===== src/rtl/mem_arb_pkg.sv =====
// Shared types for the unified memory arbiter: FSM states, port ownership
// and the latency counter width.
package mem_arb_pkg;

  typedef enum logic [1:0] {
    IDLE = 2'd0,
    WAIT = 2'd1,
    RESP = 2'd2
  } state_e;

  typedef enum logic {
    OWN_IF = 1'b0,
    OWN_DM = 1'b1
  } owner_e;

  // Wide enough to hold MEM_LAT-1 for any MEM_LAT up to 15.
  localparam int CNT_W = 4;

endpackage


===== src/rtl/mem_arb_prio.sv =====
// Grant decision between fetch and data ports: data wins by default, but a
// streak of data wins against a waiting fetch eventually forces a fetch grant.
module mem_arb_prio
  import mem_arb_pkg::*;
#(
  parameter int MAX_DSTREAK = 4
) (
  input  logic clk,
  input  logic reset,
  input  logic if_req,
  input  logic dm_req,
  input  logic grant_allowed,
  output logic if_gnt,
  output logic dm_gnt
);

  localparam int SW = $clog2(MAX_DSTREAK + 1);
  localparam logic [SW-1:0] STREAK_MAX = SW'(MAX_DSTREAK);

  logic [SW-1:0] streak_q, streak_d;
  logic          force_if;

  assign force_if = (streak_q == STREAK_MAX);

  always_comb begin
    if_gnt   = 1'b0;
    dm_gnt   = 1'b0;
    streak_d = streak_q;
    if (grant_allowed) begin
      if (dm_req && !(if_req && force_if)) begin
        dm_gnt = 1'b1;
      end else if (if_req) begin
        if_gnt = 1'b1;
      end
    end
    // Only data wins taken while fetch was waiting count toward starvation.
    if (if_gnt) begin
      streak_d = '0;
    end else if (dm_gnt && if_req && !force_if) begin
      streak_d = streak_q + SW'(1);
    end
  end

  always_ff @(posedge clk or negedge reset) begin
    if (!reset) begin
      streak_q <= '0;
    end else begin
      streak_q <= streak_d;
    end
  end

endmodule


===== src/rtl/unified_mem_arbiter.sv =====
// Shares one fixed-latency single-port memory between instruction fetch and
// data ports; one access in flight, response returned as a one-cycle pulse.
module unified_mem_arbiter
  import mem_arb_pkg::*;
#(
  parameter int ADDR_W      = 32,
  parameter int DATA_W      = 32,
  parameter int MEM_LAT     = 2,
  parameter int MAX_DSTREAK = 4
) (
  input  logic                clk,
  input  logic                reset,
  input  logic                if_req,
  input  logic [ADDR_W-1:0]   if_addr,
  output logic                if_gnt,
  output logic                if_rvalid,
  output logic [DATA_W-1:0]   if_rdata,
  input  logic                dm_req,
  input  logic                dm_we,
  input  logic [ADDR_W-1:0]   dm_addr,
  input  logic [DATA_W-1:0]   dm_wdata,
  input  logic [DATA_W/8-1:0] dm_be,
  output logic                dm_gnt,
  output logic                dm_rvalid,
  output logic [DATA_W-1:0]   dm_rdata,
  output logic                mem_en,
  output logic                mem_we,
  output logic [ADDR_W-1:0]   mem_addr,
  output logic [DATA_W-1:0]   mem_wdata,
  output logic [DATA_W/8-1:0] mem_be,
  input  logic [DATA_W-1:0]   mem_rdata,
  output logic                busy
);

  localparam logic [CNT_W-1:0] CNT_LOAD = CNT_W'(MEM_LAT - 1);

  // Handshake: a requester holds req and its fields stable until gnt; gnt
  // qualifies mem_* in that same cycle; rvalid is a one-cycle completion pulse.
  state_e             state_q, state_d;
  owner_e             owner_q, owner_d;
  logic               we_q, we_d;
  logic [CNT_W-1:0]   cnt_q, cnt_d;
  logic [DATA_W-1:0]  if_rdata_q, if_rdata_d;
  logic [DATA_W-1:0]  dm_rdata_q, dm_rdata_d;
  logic               grant_allowed;

  // No grant while reset is held so the memory side stays quiet.
  assign grant_allowed = reset && ((state_q == IDLE) || (state_q == RESP));

  mem_arb_prio #(
    .MAX_DSTREAK (MAX_DSTREAK)
  ) u_prio (
    .clk           (clk),
    .reset         (reset),
    .if_req        (if_req),
    .dm_req        (dm_req),
    .grant_allowed (grant_allowed),
    .if_gnt        (if_gnt),
    .dm_gnt        (dm_gnt)
  );

  always_comb begin
    mem_en    = if_gnt | dm_gnt;
    mem_we    = dm_gnt & dm_we;
    mem_addr  = '0;
    mem_wdata = '0;
    mem_be    = '0;
    if (dm_gnt) begin
      mem_addr  = dm_addr;
      mem_wdata = dm_wdata;
      mem_be    = dm_be;
    end else if (if_gnt) begin
      mem_addr  = if_addr;
    end
  end

  always_comb begin
    state_d    = state_q;
    owner_d    = owner_q;
    we_d       = we_q;
    cnt_d      = cnt_q;
    if_rdata_d = if_rdata_q;
    dm_rdata_d = dm_rdata_q;
    case (state_q)
      IDLE, RESP: begin
        if (if_gnt || dm_gnt) begin
          state_d = WAIT;
          owner_d = dm_gnt ? OWN_DM : OWN_IF;
          we_d    = dm_gnt & dm_we;
          cnt_d   = CNT_LOAD;
        end else begin
          state_d = IDLE;
        end
      end
      WAIT: begin
        // cnt_q reaches zero in the cycle mem_rdata is valid.
        if (cnt_q == '0) begin
          state_d = RESP;
          if (owner_q == OWN_IF) begin
            if_rdata_d = mem_rdata;
          end else begin
            dm_rdata_d = we_q ? '0 : mem_rdata;
          end
        end else begin
          cnt_d = cnt_q - CNT_W'(1);
        end
      end
      default: state_d = IDLE;
    endcase
  end

  always_ff @(posedge clk or negedge reset) begin
    if (!reset) begin
      state_q    <= IDLE;
      owner_q    <= OWN_IF;
      we_q       <= 1'b0;
      cnt_q      <= '0;
      if_rdata_q <= '0;
      dm_rdata_q <= '0;
    end else begin
      state_q    <= state_d;
      owner_q    <= owner_d;
      we_q       <= we_d;
      cnt_q      <= cnt_d;
      if_rdata_q <= if_rdata_d;
      dm_rdata_q <= dm_rdata_d;
    end
  end

  assign if_rvalid = (state_q == RESP) && (owner_q == OWN_IF);
  assign dm_rvalid = (state_q == RESP) && (owner_q == OWN_DM);
  assign if_rdata  = if_rdata_q;
  assign dm_rdata  = dm_rdata_q;
  assign busy      = (state_q != IDLE);

endmodule


===== config.mk =====
export PLATFORM = sky130hd
export DESIGN_NAME = unified_mem_arbiter
export DESIGN_NICKNAME = d
export VERILOG_FILES = /design/src/rtl/mem_arb_pkg.sv /design/src/rtl/mem_arb_prio.sv /design/src/rtl/unified_mem_arbiter.sv
export SDC_FILE = /design/constraint.sdc
export NUM_CORES = 1
export LEC_CHECK = 0
export ABC_CLOCK_PERIOD_IN_PS = 2410
export CAP_MARGIN = 20
export CORE_AREA = 2 2 106 108
export DETAILED_ROUTE_END_ITERATION = 10
export DIE_AREA = 0 0 108 110
export DONT_BUFFER_PORTS = 1
export SLEW_MARGIN = 0
export SYNTH_ARGS = -nofsm -noshare
export SYNTH_HDL_FRONTEND = slang
export SYNTH_HIERARCHICAL = 1
export SYNTH_SLANG_ARGS = --single-unit

===== constraint.sdc =====
create_clock -name clk -period 2.41 [get_ports clk]
set_clock_uncertainty 0.05 [all_clocks]
set_input_delay 0.482 -clock clk [delete_from_list [all_inputs] [get_ports clk]]
set_output_delay 0.482 -clock clk [all_outputs]
set_load 0.01 [all_outputs]

# After elaboration in Yosys (flattened, before gate mapping)
# Cells that the tools add are included.
dict set report totals {
  ff_bits 75
  inputBits 137
  output_inout_bits 139
}
dict set report classes {
  n_addsub 2
  eq_ne 6
  n_mux 19
  bitwise_logic 3
  reduce_logical 21
}
# op count
set ops {}
lappend ops {{32-bit 2-to-1 mux} 4}
lappend ops {{4-bit 2-to-1 mux} 3}
lappend ops {{3-bit AND reduction} 3}
lappend ops {{4-bit case mux with 2 select lines} 1}
lappend ops {{1-bit logical AND} 7}
lappend ops {{1-bit 2-to-1 mux} 7}
lappend ops {{3-bit 2-to-1 mux} 2}
lappend ops {{2-bit inequality test (second input constant)} 3}
lappend ops {{2-bit nonzero test} 3}
lappend ops {{4-bit logical NOT} 1}
lappend ops {{2-bit case mux with 2 select lines} 1}
lappend ops {{4-bit by 1-bit subtractor with 4-bit output (second input constant)} 1}
lappend ops {{3-bit by 1-bit adder with 3-bit output (second input constant)} 1}
lappend ops {{3-bit == test (second input constant)} 1}
lappend ops {{2-bit by 1-bit == test with 1-bit output (second input constant)} 1}
lappend ops {{2-bit == test (second input constant)} 1}
lappend ops {{1-bit logical NOT} 2}
lappend ops {{2-bit logical NOT} 1}
lappend ops {{1-bit logical OR} 2}
lappend ops {{2-bit 2-to-1 mux} 1}
lappend ops {{2-bit AND reduction} 1}
lappend ops {{2-bit OR reduction} 1}
lappend ops {{1-bit bitwise AND} 1}
lappend ops {{1-bit inverter} 1}
lappend ops {{1-bit bitwise OR} 1}

# Depth between registers and ports, before layout
# Gate-level depths: netlist (run 1).
dict set report logic_depth {
  depth_word 10
  mapped_depth 8
  ltp_nobuf 7
}

# Modules after synthesis
# Netlist (run 1), hierarchy kept.
# mod instances cells_each area_per_inst_um2 seq_area_each_um2
set by_module_without_submodules {}
lappend by_module_without_submodules {unified_mem_arbiter 1 297 3575.9 1801.7}
lappend by_module_without_submodules {mem_arb_prio 1 22 190.2 75.1}

# Least setup slack after synthesis (run 1)
# Ideal clock, no wire load.
dict set report synth_timing {
  path_type {register to output}
  from {register state_q[0]}
  to {output port mem_addr[0]}
  t_arrival_ns 1.940
  required_time_ns 1.878
  slack_ns -0.062
  stages_incl_launch_ff 9
  cell_sequence {dfrtp_1 clkbuf_1 nor2b_1 nand2_1 nor2_1 inv_1 nor2_1 clkbuf_1 a22o_1}
}
dict set report synth_between {
  elab_chain_len 6
  elab_cells_between_ends 8
  cone_classes {1 x eq/ne; 4 x mux; 3 x reduce/logical}
}
# item line_no
set synth_rtl {}
lappend synth_rtl {{from (decl)} unified_mem_arbiter.sv:39} ;# state_e state_q, state_d;
lappend synth_rtl {{from (signal assigned)} unified_mem_arbiter.sv:121} ;# state_q <= state_d;
lappend synth_rtl {{2-bit == test / 2-bit logical NOT (equally long branches)} unified_mem_arbiter.sv:48} ;# assign grant_allowed = reset && ((state_q == IDLE) || (state_q == RESP));
lappend synth_rtl {{1-bit logical OR *} unified_mem_arbiter.sv:48}
lappend synth_rtl {{1-bit logical AND *} unified_mem_arbiter.sv:48}
lappend synth_rtl {{via grant_allowed} unified_mem_arbiter.sv:45} ;# logic grant_allowed;
lappend synth_rtl {{1-bit 2-to-1 mux *} mem_arb_prio.sv:29} ;# if (grant_allowed) begin
lappend synth_rtl {{via if_gnt} unified_mem_arbiter.sv:15} ;# output logic if_gnt,
lappend synth_rtl {{32-bit 2-to-1 mux *} unified_mem_arbiter.sv:72} ;# end else if (if_gnt) begin
lappend synth_rtl {{32-bit 2-to-1 mux *} unified_mem_arbiter.sv:68} ;# if (dm_gnt) begin
lappend synth_rtl {{to (decl)} unified_mem_arbiter.sv:28} ;# output logic [ADDR_W-1:0] mem_addr,
# The timed path passes the listed nets; every way through them passes the cells marked *.

# Worst setup path in the final report (run 1)
dict set report layout_timing {
  from {register state_q[0]}
  to {output port mem_addr[5]}
}
dict set report layout_between {
  elab_cells_between_ends 8
  cone_classes {1 x eq/ne; 4 x mux; 3 x reduce/logical}
}
# item line_no
set layout_rtl {}
lappend layout_rtl {{2-bit == test / 2-bit logical NOT (equally long branches)} unified_mem_arbiter.sv:48}
lappend layout_rtl {{1-bit logical OR *} unified_mem_arbiter.sv:48}
lappend layout_rtl {{1-bit logical AND *} unified_mem_arbiter.sv:48}
lappend layout_rtl {{via grant_allowed} unified_mem_arbiter.sv:45}
lappend layout_rtl {{1-bit 2-to-1 mux *} mem_arb_prio.sv:29}
lappend layout_rtl {{via dm_gnt} unified_mem_arbiter.sv:23} ;# output logic dm_gnt,
lappend layout_rtl {{32-bit 2-to-1 mux *} unified_mem_arbiter.sv:68}
# Marked as above.

==> results of run 1 <==
## layout make-up
cell class	count	area, um2	area share
Clock buffer	11	131	0.0296
Sequential cell	75	1880	0.423
Inverter	7	26.3	0.00593
Antenna cell	5	12.5	0.00282
Tap cell	140	175	0.0395
Clock inverter	5	53.8	0.0121
Timing Repair Buffer	20	208	0.0469
Multi-Input combinational cell	216	1950	0.440
## cells by family after synthesis
kind of cell	after synthesis	synth area share
DFF	75	0.498
AOI/OAI and AO/OA	44	0.0930
adders and majority gates	3	0.00997
and+or+nand+nor	102	0.164
buffers and inverters	28	0.0349
muxes	67	0.200
## critical path: stages (launching register included)
cell and delay (ps):
dfrtp_1 400, nor2b_2 190, nand2_2 90, a31oi_4 300, bufbuf_16 380, a22o_1 210
## final timing paths
check                        startpoint          end  slack (ps)
max                          state_q[0]  mem_addr[5]         -30
min                               reset  if_rdata[8]        -220
max reg2reg                    cnt_q[0]  if_rdata[2]         300
min reg2reg                        we_q         we_q         440
max in group asynchronous         reset     cnt_q[0]        2420
min in group clk           mem_rdata[6]  if_rdata[6]         230
## cells in the mapped netlist, drive strengths merged
| library cell | n |
|---|---|
| dfrtp | 75 |
| mux2 | 65 |
| and2 | 36 |
| nor2b | 33 |
| a22o | 31 |
| clkbuf | 15 |
| nand2 | 13 |
| o21ai | 10 |
| inv | 7 |
| buf | 6 |
| nor2 | 4 |
| ha | 3 |
| nor3b | 3 |
| mux2i | 2 |
| nand2b | 2 |
| nand3 | 2 |
| or2 | 2 |
| a21boi | 1 |
| a31oi | 1 |
| and3b | 1 |
| nand3b | 1 |
| nand4 | 1 |
| nand4b | 1 |
| nor3 | 1 |
| nor4 | 1 |
| o21bai | 1 |
| or3b | 1 |
## sequential cells by signal, summed over array words and instances, names as in the netlist
name	cells
dm_rdata	32
if_rdata	32
cnt_q	4
u_prio/streak_q	3
state_q	2
owner_q	1
we_q	1
## timing repair
item	4_1_cts	5_1_grt
buffers inserted	8	0
gates resized for setup	13	22
pin swaps	2	0
endpoints found under the setup margin	70	59
cloned	1	0
endpoints found under the hold margin	75	75
## per-layer routing
metal / global-route usage / part of all wire / vias to the layer above
li1: - / - / 1128
met1: 0.223 / 0.34 / 1273
met2: 0.354 / 0.47 / 181
met3: 0.109 / 0.14 / 39
met4: 0.105 / 0.049 / 4
met5: 0 / 0.0020 / -
## stage by stage
| step | instance area (um2) | hold WS, ps | worst slack (ps) | setup TNS (ps) |
|---|---|---|---|---|
| finish | 4430 | -225 | -31.6 | -701 |
| global placement | 3960 | 138 | 109 | 0 |
| CTS | 4280 | -243 | -27.7 | -547 |
| detailed placement | 3960 | 138 | 65.2 | 0 |
| global route | 4420 | -241 | -106 | -4270 |
| floorplan | 3770 | 136 | 18.0 | 0 |
## power breakdown
group          switching, mW  internal, mW  total (mW)
registers              0.719          1.89        2.61
clock network          0.452         0.476       0.928
logic                  0.814         0.953        1.77
==> reports/metrics.cfg, run 1 <==
[floorplan]
initial_core_util=0.352
die_w_um=108
io_pins=276
die_h_um=110
dieArea_um2=11900
row_count=38
core_um2=10700

[critical_path]
cp-end-kind=primary output
worstSetupStartpointType=flip-flop
required_ps=1880
reg2regPathDepth=6
crit_path_max_fanout=36
worstSetupPathType=reg -> out
arrival_ps=1910

[flow_run]
cap_violations=0

[place]
dp_cells=449
dpl.hpwl_um=10500
place.port_buffers=0
gp_congestion=0.911

[detailed_routing]
via_per_inst=5.48
drt-total-wl_um=13300
wire_per_inst_um=27.7
drt_iter0_drc=187
ant_nets=0
via_count=2625
drcViolationCount=0
first_pass_iters=4

[finish]
final_common_cell=dfrtp_1
layout-area-overhead-vs-synth_pct=17.7
nFillCells=991
layout.cells.non_filler=479
layout.nets=469
utilization=0.414
final_cell_mix=dfrtp_1 (75), mux2_2 (63), and2_1 (32), nor2b_1 (32), a22o_1 (16)
drive_gt1_frac=0.389

[cts]
cts_buffer_depth=2
numCtsBuffers=9
cts_sinks=75
cts_tree=yes
h-tree-depth=3
cts_root_buf=clkbuf_8
clk_latency_ps=340
clk_pin_slew_worst_paths_ps=80

[synthesis]
syn_nets=459
ys_warn_count=6
avgSynthCellArea_um2=11.8
synth_area_um2=3770
synth_cells=319
synth_top_cell_by_area=dfrtp_1
ys_seq_area_frac=0.498
netlist.area_leader.share=0.498
ys_ff_latch=75
yosysUniqueCellTypes=31
synth.area.top_cells=dfrtp_1 (50%), mux2_2 (19%), a22o_1 (7.2%)

[sta]
tightest_slew_ps=463
setup_viol=37
layout_setup_ws_ps=-31.6
fin_crit_sh=1.01
rsz0062_at_grt=yes
fmax_mhz=410
fin_hold_ws_ps=-225
final-max-slew-violation-count=0
hold_viol=75
relSlewSlack=0.691
period_needed_ps=2440

[power]
finalPower_mw=5.30
power_per_cell_area_nw_per_um2=1200
ir_worst_vdd_mv=0.435
p_leak_nw=1.94

[global_route]
grt_pass1_vias=2735
overflow=0
track_usage=0.213
grt_start_max_net_pins=77
grt_pass1_wl_um=17800
antenna_found_initial=5

[run_status]
violations=hold timing, setup timing
outcome=finished with violations

[worst_hold_path]
worstHoldPathType=in -> async

No activity file was read; power rests on OpenSTA's default activity.
==> inputs of run 2 (changes only) <==
--- a/config.mk
+++ b/config.mk
@@ -11,6 +11,7 @@
 export DETAILED_ROUTE_END_ITERATION = 10
 export DIE_AREA = 0 0 108 110
 export DONT_BUFFER_PORTS = 1
+export GPL_TIMING_DRIVEN = 0
 export SLEW_MARGIN = 0
 export SYNTH_ARGS = -nofsm -noshare
 export SYNTH_HDL_FRONTEND = slang
==> reports/metrics.cfg, run 2 (synthesized netlist as in run 1, its figures left out) <==
[floorplan]
initial_core_util=0.352  ; unchanged
die_w_um=108  ; unchanged
core_um2=10700  ; unchanged
dieArea_um2=11900  ; unchanged
io_pins=276  ; unchanged
die_h_um=110  ; unchanged
row_count=38  ; unchanged

[critical_path]
crit_path_max_fanout=5  ; -86%
arrival_ps=2020  ; +110 ps
worstSetupStartpointType=flip-flop
required_ps=1880  ; about the same
worstSetupPathType=reg -> out
cp-end-kind=primary output

[global_route]
antenna_found_initial=2  ; -3
grt_start_max_net_pins=76  ; -1.3%
overflow=0  ; unchanged
grt_pass1_wl_um=18600  ; +4.3%
grt_pass1_vias=2872  ; +5.0%
track_usage=0.223  ; +0.0103

[sta]
period_needed_ps=2550  ; +110 ps
fmax_mhz=392  ; -4.3%
hold_viol=0  ; -100%
final-max-slew-violation-count=0  ; unchanged
layout_setup_ws_ps=-141  ; -110 ps
tightest_slew_ps=520  ; +56.7 ps
rsz0062_at_grt=yes
fin_crit_sh=1.06  ; +0.0455
setup_viol=58  ; +57%
relSlewSlack=0.654  ; -0.0371

[detailed_routing]
via_per_inst=5.51  ; +0.51%
ant_nets=0  ; unchanged
first_pass_iters=4  ; unchanged
drcViolationCount=0  ; unchanged
via_count=2699  ; +2.8%
drt_iter0_drc=149  ; -20%
drt-total-wl_um=13600  ; +2.1%
wire_per_inst_um=27.7  ; -0.16%

[power]
ir_worst_vdd_mv=0.507  ; +17%
p_leak_nw=2.14  ; +11%
finalPower_mw=5.73  ; +8.0%
power_per_cell_area_nw_per_um2=1190  ; -0.46%

[place]
dpl.hpwl_um=10800  ; +2.5%
pre_cts_ws_ps=-770  ; -835 ps
gp_congestion=0.937  ; +2.9%
dp_cells=459  ; +2.2%
place.port_buffers=0  ; unchanged

[cts]
clk_pin_slew_worst_paths_ps=80  ; about the same
cts_sinks=75  ; unchanged
cts_tree=yes
cts_root_buf=clkbuf_8
cts_buffer_depth=2  ; unchanged
clk_latency_ps=340  ; about the same
h-tree-depth=3  ; unchanged
numCtsBuffers=9  ; unchanged

[run_status]
violations=setup timing
outcome=finished with violations

[worst_hold_path]
worstHoldPathType=in -> reg

[finish]
final_common_cell=dfrtp_1
multiInputGateArea_um2=2110  ; +8.3%
seqCellArea_um2=1880  ; about the same
drive_gt1_frac=0.471  ; +0.0820
layout.cells.non_filler=490  ; +2.3%
layout.nets=483  ; +3.0%
nFillCells=1006  ; +1.5%
layout-area-overhead-vs-synth_pct=27.7
final_cell_mix=dfrtp_1 (74), mux2_2 (63), nor2b_1 (32)
utilization=0.450  ; +0.0353

[flow_run]
cap_violations=0  ; unchanged

## run 2: area by class of cell
type	count	area share
diodes	2	0.00104
plain buffers	20	0.0447
clock buffers	10	0.0286
clock inverters	6	0.0232
inverters	7	0.00546
multi-input cells	216	0.439
flip-flops and latches	75	0.390
well taps	140	0.0364
repair buffers	14	0.0312
## run 2: power breakdown
group | total (mW) | switching (mW) | internal (mW)
combinational | 1.92 | 0.889 | 1.04
sequential | 2.62 | 0.733 | 1.89
clock | 1.18 | 0.464 | 0.718
total | 5.73 | 2.09 | 3.64
## run 2: worst paths after layout
check	start	to	slack (ps)	depth (start not counted)
max	u_prio/streak_q[0]	mem_addr[23]	-140	8
min	mem_rdata[26]	if_rdata[26]	230	1
max reg2reg	cnt_q[0]	if_rdata[30]	230	6
min reg2reg	cnt_q[1]	cnt_q[1]	510	2
max in group asynchronous	reset	if_rdata[28]	1350	2
min in group asynchronous	reset	if_rdata[5]	630	2
## run 2: what timing repair did
action | 4_1_cts | 5_1_grt
setup endpoints to repair | 71 | 69
hold buffers | 2 | 0
pin swaps | 6 | 6
gates cloned | 3 | 0
hold endpoints to repair | 75 | 0
resized for setup | 84 | 10
setup buffers | 8 | 2
## run 2: routing by layer
layer | vias up | share of wire | GRT usage
li1 | 1152 | - | -
met5 | - | 0 | 0
met1 | 1355 | 0.36 | 0.249
met2 | 179 | 0.50 | 0.377
met4 | 0 | 0.018 | 0.0614
met3 | 13 | 0.13 | 0.111
## run 2: critical path, stage by stage (launching register included)
cell       delay (ps)
dfrtp_1           360
inv_1              80
ha_4              190
a31oi_4           290
buf_8             160
nor2_4             50
buf_12            130
clkbuf_16         160
a22o_4            260
## run 2: through the flow
step           hold WS [ps]  setup TNS, ps  cell area [um2]
4_1_cts                 209          -4020             4780
6_report                232          -4250             4810
2_1_floorplan           136              0             3770
5_1_grt                 202          -7180             4810
3_3_place_gp            138         -24100             3950
3_5_place_dp            138         -27880             3950
==> inputs of run 3 (changes only) <==
--- a/config.mk
+++ b/config.mk
@@ -5,7 +5,6 @@
 export SDC_FILE = /design/constraint.sdc
 export NUM_CORES = 1
 export LEC_CHECK = 0
-export ABC_CLOCK_PERIOD_IN_PS = 2410
 export CAP_MARGIN = 20
 export CORE_AREA = 2 2 106 108
 export DETAILED_ROUTE_END_ITERATION = 10
==> constraint.sdc (replaced) <==
create_clock -name clk -period 2.41 [get_ports clk]
set_clock_uncertainty 0.05 [all_clocks]
set_input_delay 0.482 -clock clk [delete_from_list [all_inputs] [get_ports clk]]
set_output_delay 0.482 -clock clk [all_outputs]
set_load 0.02 [all_outputs]
==> reports/metrics.cfg, run 3 (synthesized netlist as in run 1, its figures left out) <==
[critical_path]
required_ps=1880  ; about the same
cpMaxStageDelayCell=dfrtp_1
arrival_ps=2040  ; +20 ps
cp-end-kind=primary output
crit_path_max_fanout=7  ; +2
worstSetupStartpointType=flip-flop
max_stage_delay_ps=420  ; +60 ps
worstSetupPathType=reg -> out
path_cells=inv_2 > ha_4 > a21boi_4 > nor2_4 > inv_2 > nor2_4 > clkbuf_8 > a22o_4

[finish]
layout.nets=485  ; +0.41%
final_common_cell=dfrtp_1
layout-area-overhead-vs-synth_pct=29.3
final_cell_mix=dfrtp_1 (74), mux2_2 (63), and2_4 (36)
fin_area_um2=4870  ; +1.2%
multiInputGateArea_um2=2200  ; +4.3%
utilization=0.455  ; +0.00561
drive_gt1_frac=0.570  ; +0.0989
seqCellArea_um2=1880  ; unchanged
nFillCells=1000  ; -0.60%

[detailed_routing]
ant_nets=0  ; unchanged
via_count=2706  ; +0.26%
drcViolationCount=0  ; unchanged
drt-total-wl_um=13600  ; about the same
drt_iter0_drc=176  ; +18%
via_per_inst=5.51  ; about the same
wire_per_inst_um=27.6  ; -0.21%
first_pass_iters=4  ; unchanged

[power]
switchingPower_mw=2.64  ; +26%
ir_worst_vdd_mv=0.500  ; -1.5%
switching_share=0.431  ; +0.0674
seqPwrFrac=0.500  ; +0.042
p_leak_nw=2.18  ; +1.6%
p_comb_frac=0.340  ; +0.004
p_int_mw=3.47  ; -4.7%
p_clk_frac=0.160  ; -0.046
power_per_cell_area_nw_per_um2=1250  ; +5.3%

[place]
place.port_buffers=0  ; unchanged
place_area_um2=3970  ; +0.70%
dpl.hpwl_um=10400  ; -2.9%
gp_congestion=0.969  ; +3.4%

[cts]
clk_latency_ps=340  ; about the same
cts_sinks=75  ; unchanged
cts_root_buf=clkbuf_8
numCtsBuffers=9  ; unchanged
clk_pin_slew_worst_paths_ps=90  ; about the same
h-tree-depth=3  ; unchanged
cts_buffer_depth=2  ; unchanged
cts_tree=yes

[sta]
fmax_mhz=389  ; -0.83%
tightest_slew_ps=774  ; +254 ps
relSlewSlack=0.483  ; -0.170
fin_hold_ws_ps=-227  ; -459 ps
setup_viol=70  ; +21%
period_needed_ps=2570  ; +21.2 ps
hold_viol=75  ; +75
layout_setup_ws_ps=-163  ; -21.2 ps
rsz0062_at_grt=yes
final-max-slew-violation-count=0  ; unchanged
fin_crit_sh=1.07  ; +0.00882

[floorplan]
core_um2=10700  ; unchanged
initial_core_util=0.352  ; unchanged
io_pins=276  ; unchanged
row_count=38  ; unchanged
die_h_um=110  ; unchanged
die_w_um=108  ; unchanged
dieArea_um2=11900  ; unchanged

[run_status]
violations=hold timing, setup timing
outcome=finished with violations

[flow_run]
cap_violations=0  ; unchanged

[global_route]
grt_pass1_wl_um=18300  ; -1.7%
overflow=0  ; unchanged
grt_pass1_vias=2793  ; -2.8%
grt_start_max_net_pins=77  ; +1.3%
track_usage=0.215  ; -0.00758
antenna_found_initial=2  ; unchanged

[worst_hold_path]
worstHoldPathType=in -> async

[run 3: final timing paths]
kind                       cells after the start                  to          startpoint  slack [ps]
setup / recovery                               8        mem_addr[15]  u_prio/streak_q[0]        -160
hold / removal                                 0         dm_rdata[8]               reset        -230
setup reg to reg                               6        if_rdata[11]            cnt_q[0]         220
hold reg to reg                                2            cnt_q[1]            cnt_q[1]         500
max in group asynchronous                      0          state_q[0]               reset        2410
min in group clk                               2  u_prio/streak_q[0]              if_req         230
[run 3: layout make-up]
type                       instances  area share
multi-input combinational        216       0.452
sequential                        75       0.386
buffer                            20      0.0419
timing repair buffer              16      0.0370
tap                              140      0.0360
clock buffer                      10      0.0283
clock inverter                     5      0.0128
inverter                           7     0.00540
antenna                            2     0.00103
[run 3: routing by layer]
layer | wire length (um) | vias to the layer above | track usage | part of all wire
met4 | 519 | 0 | 0.103 | 0.038
met1 | 4730 | 1341 | 0.242 | 0.35
met5 | 0 | - | 0 | 0
li1 | - | 1166 | - | -
met2 | 6830 | 173 | 0.356 | 0.50
met3 | 1480 | 26 | 0.0888 | 0.11
[run 3: repair_timing]
| action | in CTS | in global routing |
|---|---|---|
| pin swaps | 7 | 4 |
| gates cloned | 6 | 1 |
| endpoints found under the hold margin | 75 | 75 |
| endpoints found under the setup margin | 70 | 70 |
| gates resized for setup | 175 | 10 |
| buffers inserted | 8 | 1 |
[run 3: worst max-delay path, delay by kind of cell, from the launching register on]
| kind | cells | cell delay (ps) |
|---|---|---|
| compound gates | 2 | 240 |
| fa+ha+maj | 1 | 160 |
| buf+inv | 3 | 390 |
| flops | 1 | 420 |
| simple gates | 2 | 470 |
[run 3: metrics by stage]
stage / setup TNS [ps] / power, mW / cells / hold slack [ps] / setup WS (ps)
5_1_grt: -12470 / 6.45 / 491 / -259 / -252
2_1_floorplan: 0 / 4.34 / 319 / 136 / 33.4
6_report: -6560 / 6.11 / 491 / -227 / -163
3_5_place_dp: -24810 / 4.84 / 459 / 138 / -522
3_3_place_gp: -22900 / 4.73 / 459 / 138 / -487
4_1_cts: -7970 / 6.14 / 487 / -249 / -196
[run 3: power groups by stage]
| stage | Sequential [mW] | Combinational (mW) | Clock, mW |
|---|---|---|---|
| 5_1_grt | 3.14 | 2.23 | 1.08 |
| 3_5_place_dp | 3.09 | 1.75 | 0 |
| 2_1_floorplan | 2.90 | 1.45 | 0 |
| 3_3_place_gp | 3.06 | 1.67 | 0 |
| 4_1_cts | 3.07 | 2.06 | 1.02 |
| 6_report | 3.05 | 2.08 | 0.980 |
